## src/rtl/sha256_pkg.sv

```systemverilog
// SHA-256 constants, round helper functions and engine state encoding.
package sha256_pkg;

   typedef logic [31:0] word_t;

   typedef enum logic [1:0] {
      ST_LOAD   = 2'd0,
      ST_ROUND  = 2'd1,
      ST_UPDATE = 2'd2,
      ST_OUT    = 2'd3
   } state_e;

   localparam word_t K [64] = '{
      32'h428a2f98, 32'h71374491, 32'hb5c0fbcf, 32'he9b5dba5, 32'h3956c25b, 32'h59f111f1, 32'h923f82a4, 32'hab1c5ed5,
      32'hd807aa98, 32'h12835b01, 32'h243185be, 32'h550c7dc3, 32'h72be5d74, 32'h80deb1fe, 32'h9bdc06a7, 32'hc19bf174,
      32'he49b69c1, 32'hefbe4786, 32'h0fc19dc6, 32'h240ca1cc, 32'h2de92c6f, 32'h4a7484aa, 32'h5cb0a9dc, 32'h76f988da,
      32'h983e5152, 32'ha831c66d, 32'hb00327c8, 32'hbf597fc7, 32'hc6e00bf3, 32'hd5a79147, 32'h06ca6351, 32'h14292967,
      32'h27b70a85, 32'h2e1b2138, 32'h4d2c6dfc, 32'h53380d13, 32'h650a7354, 32'h766a0abb, 32'h81c2c92e, 32'h92722c85,
      32'ha2bfe8a1, 32'ha81a664b, 32'hc24b8b70, 32'hc76c51a3, 32'hd192e819, 32'hd6990624, 32'hf40e3585, 32'h106aa070,
      32'h19a4c116, 32'h1e376c08, 32'h2748774c, 32'h34b0bcb5, 32'h391c0cb3, 32'h4ed8aa4a, 32'h5b9cca4f, 32'h682e6ff3,
      32'h748f82ee, 32'h78a5636f, 32'h84c87814, 32'h8cc70208, 32'h90befffa, 32'ha4506ceb, 32'hbef9a3f7, 32'hc67178f2
   };

   localparam word_t IV [8] = '{
      32'h6a09e667, 32'hbb67ae85, 32'h3c6ef372, 32'ha54ff53a,
      32'h510e527f, 32'h9b05688c, 32'h1f83d9ab, 32'h5be0cd19
   };

   function automatic word_t rotr(input word_t x, input int unsigned n);
      return (x >> n) | (x << (32 - n));
   endfunction

   function automatic word_t ch(input word_t e, input word_t f, input word_t g);
      return (e & f) ^ (~e & g);
   endfunction

   function automatic word_t maj(input word_t a, input word_t b, input word_t c);
      return (a & b) ^ (a & c) ^ (b & c);
   endfunction

   function automatic word_t big_sigma0(input word_t x);
      return rotr(x, 2) ^ rotr(x, 13) ^ rotr(x, 22);
   endfunction

   function automatic word_t big_sigma1(input word_t x);
      return rotr(x, 6) ^ rotr(x, 11) ^ rotr(x, 25);
   endfunction

   function automatic word_t small_sigma0(input word_t x);
      return rotr(x, 7) ^ rotr(x, 18) ^ (x >> 3);
   endfunction

   function automatic word_t small_sigma1(input word_t x);
      return rotr(x, 17) ^ rotr(x, 19) ^ (x >> 10);
   endfunction

endpackage

```

## src/rtl/sha256_stream_core_if.sv

```systemverilog
// Block input stream and digest output stream of the SHA-256 engine.
interface sha256_stream_core_if #(
   parameter int unsigned DATA_W = 32
);
   logic              in_valid;
   logic              in_ready;
   logic [DATA_W-1:0] in_data;
   logic              in_first;
   logic              in_last;
   logic              out_valid;
   logic              out_ready;
   logic [DATA_W-1:0] out_data;
   logic              out_last;

   modport slave (
      input  in_valid, in_data, in_first, in_last, out_ready,
      output in_ready, out_valid, out_data, out_last
   );

   modport master (
      output in_valid, in_data, in_first, in_last, out_ready,
      input  in_ready, out_valid, out_data, out_last
   );
endinterface

```

## src/rtl/sha256_msg_sched.sv

```systemverilog
// 16-word sliding message schedule: filled by load beats, expands W[t] per round.
module sha256_msg_sched
   import sha256_pkg::*;
#(
   parameter int unsigned DATA_W = 32
) (
   input  logic              clk,
   input  logic              rst,
   input  logic              i_load,
   input  logic              i_step,
   input  logic [DATA_W-1:0] i_data,
   output word_t             o_wt
);
   localparam int unsigned WPB = DATA_W / 32;

   word_t       r_w [16];
   logic [63:0] w_in;
   word_t       w_new;

   // Left-align the beat so the earlier word is always w_in[63:32]; compute W[t+16].
   always_comb begin
      w_in  = 64'(i_data) << (64 - DATA_W);
      w_new = small_sigma1(r_w[14]) + r_w[9] + small_sigma0(r_w[1]) + r_w[0];
   end

   // Window shift: load words enter at the top, rounds consume from the bottom.
   always_ff @(posedge clk) begin
      if (rst) begin
         for (int i = 0; i < 16; i++) r_w[i] <= '0;
      end else if (i_load) begin
         if (WPB == 1) begin
            for (int i = 0; i < 15; i++) r_w[i] <= r_w[i+1];
            r_w[15] <= w_in[63:32];
         end else begin
            for (int i = 0; i < 14; i++) r_w[i] <= r_w[i+2];
            r_w[14] <= w_in[63:32];
            r_w[15] <= w_in[31:0];
         end
      end else if (i_step) begin
         for (int i = 0; i < 15; i++) r_w[i] <= r_w[i+1];
         r_w[15] <= w_new;
      end
   end

   assign o_wt = r_w[0];
endmodule

```

## src/rtl/sha256_stream_core.sv

```systemverilog
// Streaming SHA-256: block load, 64 rounds at one per cycle, chaining, digest serialiser.
module sha256_stream_core
   import sha256_pkg::*;
#(
   parameter int unsigned DATA_W = 32
) (
   input  logic                 clk,
   input  logic                 rst,
   sha256_stream_core_if.slave  bus,
   output logic                 busy
);
   localparam int unsigned WPB    = DATA_W / 32;
   localparam int unsigned BEATS  = 16 / WPB;
   localparam int unsigned OBEATS = 8 / WPB;

   state_e            r_state, w_state_nxt;
   logic [3:0]        r_beat, w_beat_nxt;
   logic [5:0]        r_round;
   logic [2:0]        r_out_idx;
   logic              r_last;
   word_t             r_h [8];
   word_t             r_wk [8];
   word_t             w_h_sum [8];
   word_t             w_wt, w_t1, w_t2;
   logic              w_accept, w_load_done, w_out_acc, w_out_done, w_step;
   logic              r_in_ready, r_out_valid, r_out_last, r_busy;
   logic [DATA_W-1:0] r_out_data;

   function automatic logic [DATA_W-1:0] pack_out(input word_t hi, input word_t lo);
      logic [63:0] w_pair;
      w_pair = {hi, lo};
      return DATA_W'(w_pair >> (64 - DATA_W));
   endfunction

   assign w_step = (r_state == ST_ROUND);

   sha256_msg_sched #(.DATA_W(DATA_W)) u_sched (
      .clk    (clk),
      .rst    (rst),
      .i_load (w_accept),
      .i_step (w_step),
      .i_data (bus.in_data),
      .o_wt   (w_wt)
   );

   // State and beat-count register.
   always_ff @(posedge clk) begin
      if (rst) begin
         r_state <= ST_LOAD;
         r_beat  <= '0;
      end else begin
         r_state <= w_state_nxt;
         r_beat  <= w_beat_nxt;
      end
   end

   // Next state, beat count and handshake strobes.
   always_comb begin
      w_state_nxt = r_state;
      w_beat_nxt  = r_beat;
      w_accept    = 1'b0;
      w_load_done = 1'b0;
      w_out_acc   = 1'b0;
      w_out_done  = 1'b0;
      case (r_state)
         ST_LOAD: begin
            w_accept = r_in_ready & bus.in_valid;
            if (w_accept) begin
               if (r_beat == 4'(BEATS - 1)) begin
                  w_load_done = 1'b1;
                  w_beat_nxt  = '0;
                  w_state_nxt = ST_ROUND;
               end else begin
                  w_beat_nxt = r_beat + 4'd1;
               end
            end
         end
         ST_ROUND:  if (r_round == 6'd63) w_state_nxt = ST_UPDATE;
         ST_UPDATE: w_state_nxt = r_last ? ST_OUT : ST_LOAD;
         ST_OUT: begin
            w_out_acc = r_out_valid & bus.out_ready;
            if (w_out_acc && (r_out_idx == 3'(OBEATS - 1))) begin
               w_out_done  = 1'b1;
               w_state_nxt = ST_LOAD;
            end
         end
         default: w_state_nxt = ST_LOAD;
      endcase
   end

   // Compression round terms and the chaining sum.
   always_comb begin
      w_t1 = r_wk[7] + big_sigma1(r_wk[4]) + ch(r_wk[4], r_wk[5], r_wk[6]) + K[r_round] + w_wt;
      w_t2 = big_sigma0(r_wk[0]) + maj(r_wk[0], r_wk[1], r_wk[2]);
      for (int i = 0; i < 8; i++) w_h_sum[i] = r_h[i] + r_wk[i];
   end

   // Datapath: hash state, working registers and registered stream outputs.
   always_ff @(posedge clk) begin
      if (rst) begin
         r_in_ready  <= 1'b0;
         r_out_valid <= 1'b0;
         r_out_data  <= '0;
         r_out_last  <= 1'b0;
         r_busy      <= 1'b0;
         r_round     <= '0;
         r_out_idx   <= '0;
         r_last      <= 1'b0;
         for (int i = 0; i < 8; i++) begin
            r_h[i]  <= IV[i];
            r_wk[i] <= '0;
         end
      end else begin
         r_in_ready <= (w_state_nxt == ST_LOAD);
         r_busy     <= !((w_state_nxt == ST_LOAD) && (w_beat_nxt == 4'd0));
         r_round    <= w_step ? r_round + 6'd1 : 6'd0;

         // First beat of a block carries the message framing; a new message drops any chain.
         if (w_accept && (r_beat == 4'd0)) begin
            r_last <= bus.in_last;
            if (bus.in_first) begin
               for (int i = 0; i < 8; i++) r_h[i] <= IV[i];
            end
         end

         if (w_load_done) begin
            for (int i = 0; i < 8; i++) r_wk[i] <= r_h[i];
         end

         if (w_step) begin
            r_wk[0] <= w_t1 + w_t2;
            r_wk[1] <= r_wk[0];
            r_wk[2] <= r_wk[1];
            r_wk[3] <= r_wk[2];
            r_wk[4] <= r_wk[3] + w_t1;
            r_wk[5] <= r_wk[4];
            r_wk[6] <= r_wk[5];
            r_wk[7] <= r_wk[6];
         end

         if (r_state == ST_UPDATE) begin
            for (int i = 0; i < 8; i++) r_h[i] <= w_h_sum[i];
            if (r_last) begin
               r_out_valid <= 1'b1;
               r_out_data  <= pack_out(w_h_sum[0], w_h_sum[1]);
               r_out_idx   <= '0;
            end
         end

         // Digest drains by rotating H so the next words always sit at H[0..].
         if (w_out_acc) begin
            if (w_out_done) begin
               r_out_valid <= 1'b0;
               r_out_data  <= '0;
               r_out_last  <= 1'b0;
               r_out_idx   <= '0;
               for (int i = 0; i < 8; i++) r_h[i] <= IV[i];
            end else begin
               for (int i = 0; i < 8; i++) r_h[i] <= r_h[3'(i + WPB)];
               r_out_data <= pack_out(r_h[WPB], r_h[WPB+1]);
               r_out_last <= (r_out_idx == 3'(OBEATS - 2));
               r_out_idx  <= r_out_idx + 3'd1;
            end
         end
      end
   end

   assign bus.in_ready  = r_in_ready;
   assign bus.out_valid = r_out_valid;
   assign bus.out_data  = r_out_data;
   assign bus.out_last  = r_out_last;
   assign busy          = r_busy;
endmodule

```

## src/flat_wrapper.sv

```systemverilog
// flat-port wrapper written by rule: the top's interface ports become plain ports
module sha256_stream_core_flat import sha256_pkg::*;
#(
   parameter int unsigned DATA_W = 32
)
  (clk, rst, busy, bus_in_valid, bus_in_data, bus_in_first, bus_in_last, bus_out_ready, bus_in_ready, bus_out_valid, bus_out_data, bus_out_last);
  sha256_stream_core_if #(.DATA_W(DATA_W)) bus_i ();
  input  logic clk;
  input  logic rst;
  output logic busy;
  input wire logic [$bits(bus_i.in_valid)-1:0] bus_in_valid;
  input wire logic [$bits(bus_i.in_data)-1:0] bus_in_data;
  input wire logic [$bits(bus_i.in_first)-1:0] bus_in_first;
  input wire logic [$bits(bus_i.in_last)-1:0] bus_in_last;
  input wire logic [$bits(bus_i.out_ready)-1:0] bus_out_ready;
  output wire logic [$bits(bus_i.in_ready)-1:0] bus_in_ready;
  output wire logic [$bits(bus_i.out_valid)-1:0] bus_out_valid;
  output wire logic [$bits(bus_i.out_data)-1:0] bus_out_data;
  output wire logic [$bits(bus_i.out_last)-1:0] bus_out_last;
  assign bus_i.in_valid = bus_in_valid;
  assign bus_i.in_data = bus_in_data;
  assign bus_i.in_first = bus_in_first;
  assign bus_i.in_last = bus_in_last;
  assign bus_i.out_ready = bus_out_ready;
  assign bus_in_ready = bus_i.in_ready;
  assign bus_out_valid = bus_i.out_valid;
  assign bus_out_data = bus_i.out_data;
  assign bus_out_last = bus_i.out_last;
  sha256_stream_core #(.DATA_W(DATA_W)) u_core (.clk(clk), .rst(rst), .bus(bus_i), .busy(busy));
endmodule
```

## config.mk

```make
export PLATFORM = sky130hd
export DESIGN_NAME = sha256_stream_core_flat
export DESIGN_NICKNAME = d
export VERILOG_FILES = /design/src/rtl/sha256_pkg.sv /design/src/rtl/sha256_stream_core_if.sv /design/src/rtl/sha256_msg_sched.sv /design/src/rtl/sha256_stream_core.sv /design/src/flat_wrapper.sv
export SDC_FILE = /design/constraint.sdc
export NUM_CORES = 2
export LEC_CHECK = 0
export CORE_ASPECT_RATIO = 1.4
export CORE_MARGIN = 2
export CORE_UTILIZATION = 35
export CTS_CLUSTER_DIAMETER = 80
export CTS_CLUSTER_SIZE = 25
export DETAILED_ROUTE_END_ITERATION = 10
export GPL_TIMING_DRIVEN = 0
export PLACE_DENSITY = 0.48
export SLEW_MARGIN = 20
export SYNTH_ARGS = -nofsm -noshare
export SYNTH_HDL_FRONTEND = slang
export SYNTH_SLANG_ARGS = --single-unit
```

## constraint.sdc

```tcl
create_clock -name clk -period 10.5 [get_ports clk]
set_input_delay 3.15 -clock clk [delete_from_list [all_inputs] [get_ports clk]]
set_output_delay 3.15 -clock clk [all_outputs]
set_load 0.005 [all_outputs]
```

==> out/metrics.yaml <==
cts_hold_buf: 0
grt_overflow_total: 0
fin_ws_ns: 0.390
detail_route.wl_per_cell_um: 32.4
nNetsFinal: 7272
maxCapViolations: 0
synth_ff_type: "edfxtp_1"
reg2reg_from: "u_core.r_round[0]"
powerDensity_nw_per_um2: 212
synth.avg_cell_area_um2: 10.7
vias: 53700
ys_top_cells_by_area: "edfxtp_1 (43%), ha_1 (7.2%), fa_1 (5.6%)"
drt_iter0_drc: 4945
remaining_drc_errors: 0
antenna_found_initial: 5
cts.clk_slew.worst_paths_ns: 0.10
area_delta_synth_final_pct: 10.8
portBuffers: 73
drt_pass1_iterations: 6
crit_arrival_ns: 10.61
dp.cells: 9200
die_x_um: 380
dp_hpwl_um: 244000
fmax_mhz: 98.9
antenna_left: 0
final_hold_viol_count: 0
core-area_um2: 197000
outcome: "finished clean"
tightest_slew_ns: 1.16
path_max_fanout: 13
ys_warn_count: 0
layout_common_cells: "edfxtp_1 (992), a21oi_1 (503), nor2_1 (403)"
grtUsageTotal: 0.294
p_leak_nw: 28.7
ys_ff_latch: 1076
yosysUniqueCellTypes: 101
crit_top_cell: "fa_1"
cp_slowest_stage_delay_ns: 0.62
regToRegEndpoint: "u_core.r_wk[0][31]"
r2r_cells: 35
viasPerCell: 5.75
synth_largest_area_cell: "edfxtp_1"
synth_area_um2: 69100
clock_path_buffers: 3
min_from: "u_core.bus.out_data[0]"
worstSetupEndpointType: "register"
first_global_vias: 53500
synth_edf_count: 992
clock_skew_ns: 0.0780
required_ns: 11.00
synth_nets: 7092
dieArea_um2: 201000
timing.hold.ws_ns: 0.466
hold_end: "u_core.bus.out_data[0]"
num_io_pins: 74
startpoint_type: "register"
fin_util: 0.389
post-route-period-util: 0.963
rows: 193
syn_inst: 6461
grt_max_degree: 61
drive_above_1_share: 0.0456
fin_cells: 9334
r2r_slack_ns: 0.39
rsz0062_at_grt: "false"
seq_area_um2: 31500
post-route-min-period_ns: 10.11
fillers: 19400
ir_drop_uv: 162
cts.sinks: 1076
worstSkewPairLatency_ns: 0.76
cts-root-buf: "clkbuf_16"
critPathKind: "reg2reg"
die_h_um: 530
ys_seq_area_frac: 0.455
initial_utilization: 0.351
gp_congestion: 0.975
ys_async_sr_fraction: 0
layout.cells.most_common: "edfxtp_1"
min_path_type: "reg2reg"
finalMaxSlewViolations: 0
cts_tree: "built"
maxSlewHeadroom: 0.225
cts_made_buffers: 67
hold_depth: 2
grt_pass1_wl_um: 415000
multiInputGateArea_um2: 35700
synth_top_area_frac: 0.431
place_ws_ns: -1.11
critical_path.slowest_cell: "dfxtp_2"
drt_wl_total_um: 303000
setup_viol: 0
htree_levels: 3
==> kinds of logic after synthesis <==
kind of cell / Yosys count / synth area share
adders and majority gates: 615 / 0.132
buffers and inverters: 588 / 0.0319
and+or+nand+nor: 1740 / 0.127
xor gates and xnor gates: 575 / 0.0733
AOI/OAI and AO/OA: 1817 / 0.173
DFF: 1076 / 0.455
muxes: 50 / 0.00809
==> layout make-up <==
class / count / share of cell area
Antenna cell: 9 / 0.000294
Buffer: 330 / 0.0171
Clock buffer: 80 / 0.0225
Clock inverter: 41 / 0.00761
Inverter: 256 / 0.0127
Multi-Input combinational cell: 4797 / 0.467
Sequential cell: 1076 / 0.411
Tap cell: 2632 / 0.0430
Timing Repair Buffer: 113 / 0.0191
==> cell usage after synthesis, types with 42 or more instances <==
cell type    n
o21ai_0    343
nand3_1     88
nor2b_1    199
xor2_1     205
a211oi_1    71
edfxtp_1   992
a21oi_1    507
o21ai_1     73
o21bai_1    42
nand2b_1    66
o21a_1      61
dfxtp_1     84
and2_1     345
fa_1       195
a22o_1     218
ha_1       398
clkbuf_1   303
nand2_1    392
a21o_1     146
xnor2_1    368
inv_1      254
nor2_1     408
nor3_1      78
==> worst max path at each step <==
stage	start	end	slack, ns	cells after the start
after CTS	u_core.r_round[2]	u_core.r_wk[0][31]	0.02	37
final	u_core.r_round[0]	u_core.r_wk[0][31]	0.39	35
after floorplan	rst	u_core.u_sched.r_w[0][100]	1.05	5
after global routing	u_core.r_round[0]	u_core.r_wk[0][31]	0.03	36
after global placement	rst	u_core.u_sched.r_w[0][132]	-4.01	6
after detailed placement	u_core.r_round[0]	u_core.r_wk[0][31]	-1.11	34
==> power breakdown <==
group          internal, W  switching, W
clock network      0.00135       0.00176
logic              0.00301       0.00504
registers          0.00489      0.000223
==> layer usage <==
metal  share of wire  track usage  vias to the layer above
met4           0.091        0.225                        0
met3           0.047       0.0345                      778
li1                -            -                    23900
met2            0.51        0.530                     2045
met1            0.36        0.315                    27000
met5               0            0                        -
==> flip-flops by register name, summed over array words and instances, names as in the netlist, 2 cells and up <==
name,count
u_core.bus.out_data,32
u_core.u_sched.r_w,512
u_core.r_wk,256
u_core.r_h,256
u_core.r_state,2
u_core.r_round,6
u_core.r_out_idx,3
u_core.r_beat,4
==> critical path, delay by kind of cell, from the launching register on <==
family                   cells  cell delay, ns
XOR/XNOR                     2            0.25
adder cells (fa/ha/maj)      8            3.48
AO/OA/AOI/OAI               14            3.30
flip-flops                   1            0.62
AND/OR/NAND/NOR              6            1.15
buffers and inverters        5            1.04
==> through the flow <==
step	area, um^2	total power, W	TNS [ns]
final	76600	0.0163	0
after CTS	76400	0.0162	0
after global placement	73100	0.0128	-1715.58
after floorplan	69100	0.0101	0
after global routing	76600	0.0170	0
after detailed placement	74000	0.0130	-6.62
==> timing repair <==
action	4_1_cts	5_1_grt
endpoints found under the setup margin	18	6
gates resized for setup	24	45
buffers inserted	0	6
Power figures use the tool's default switching activity.
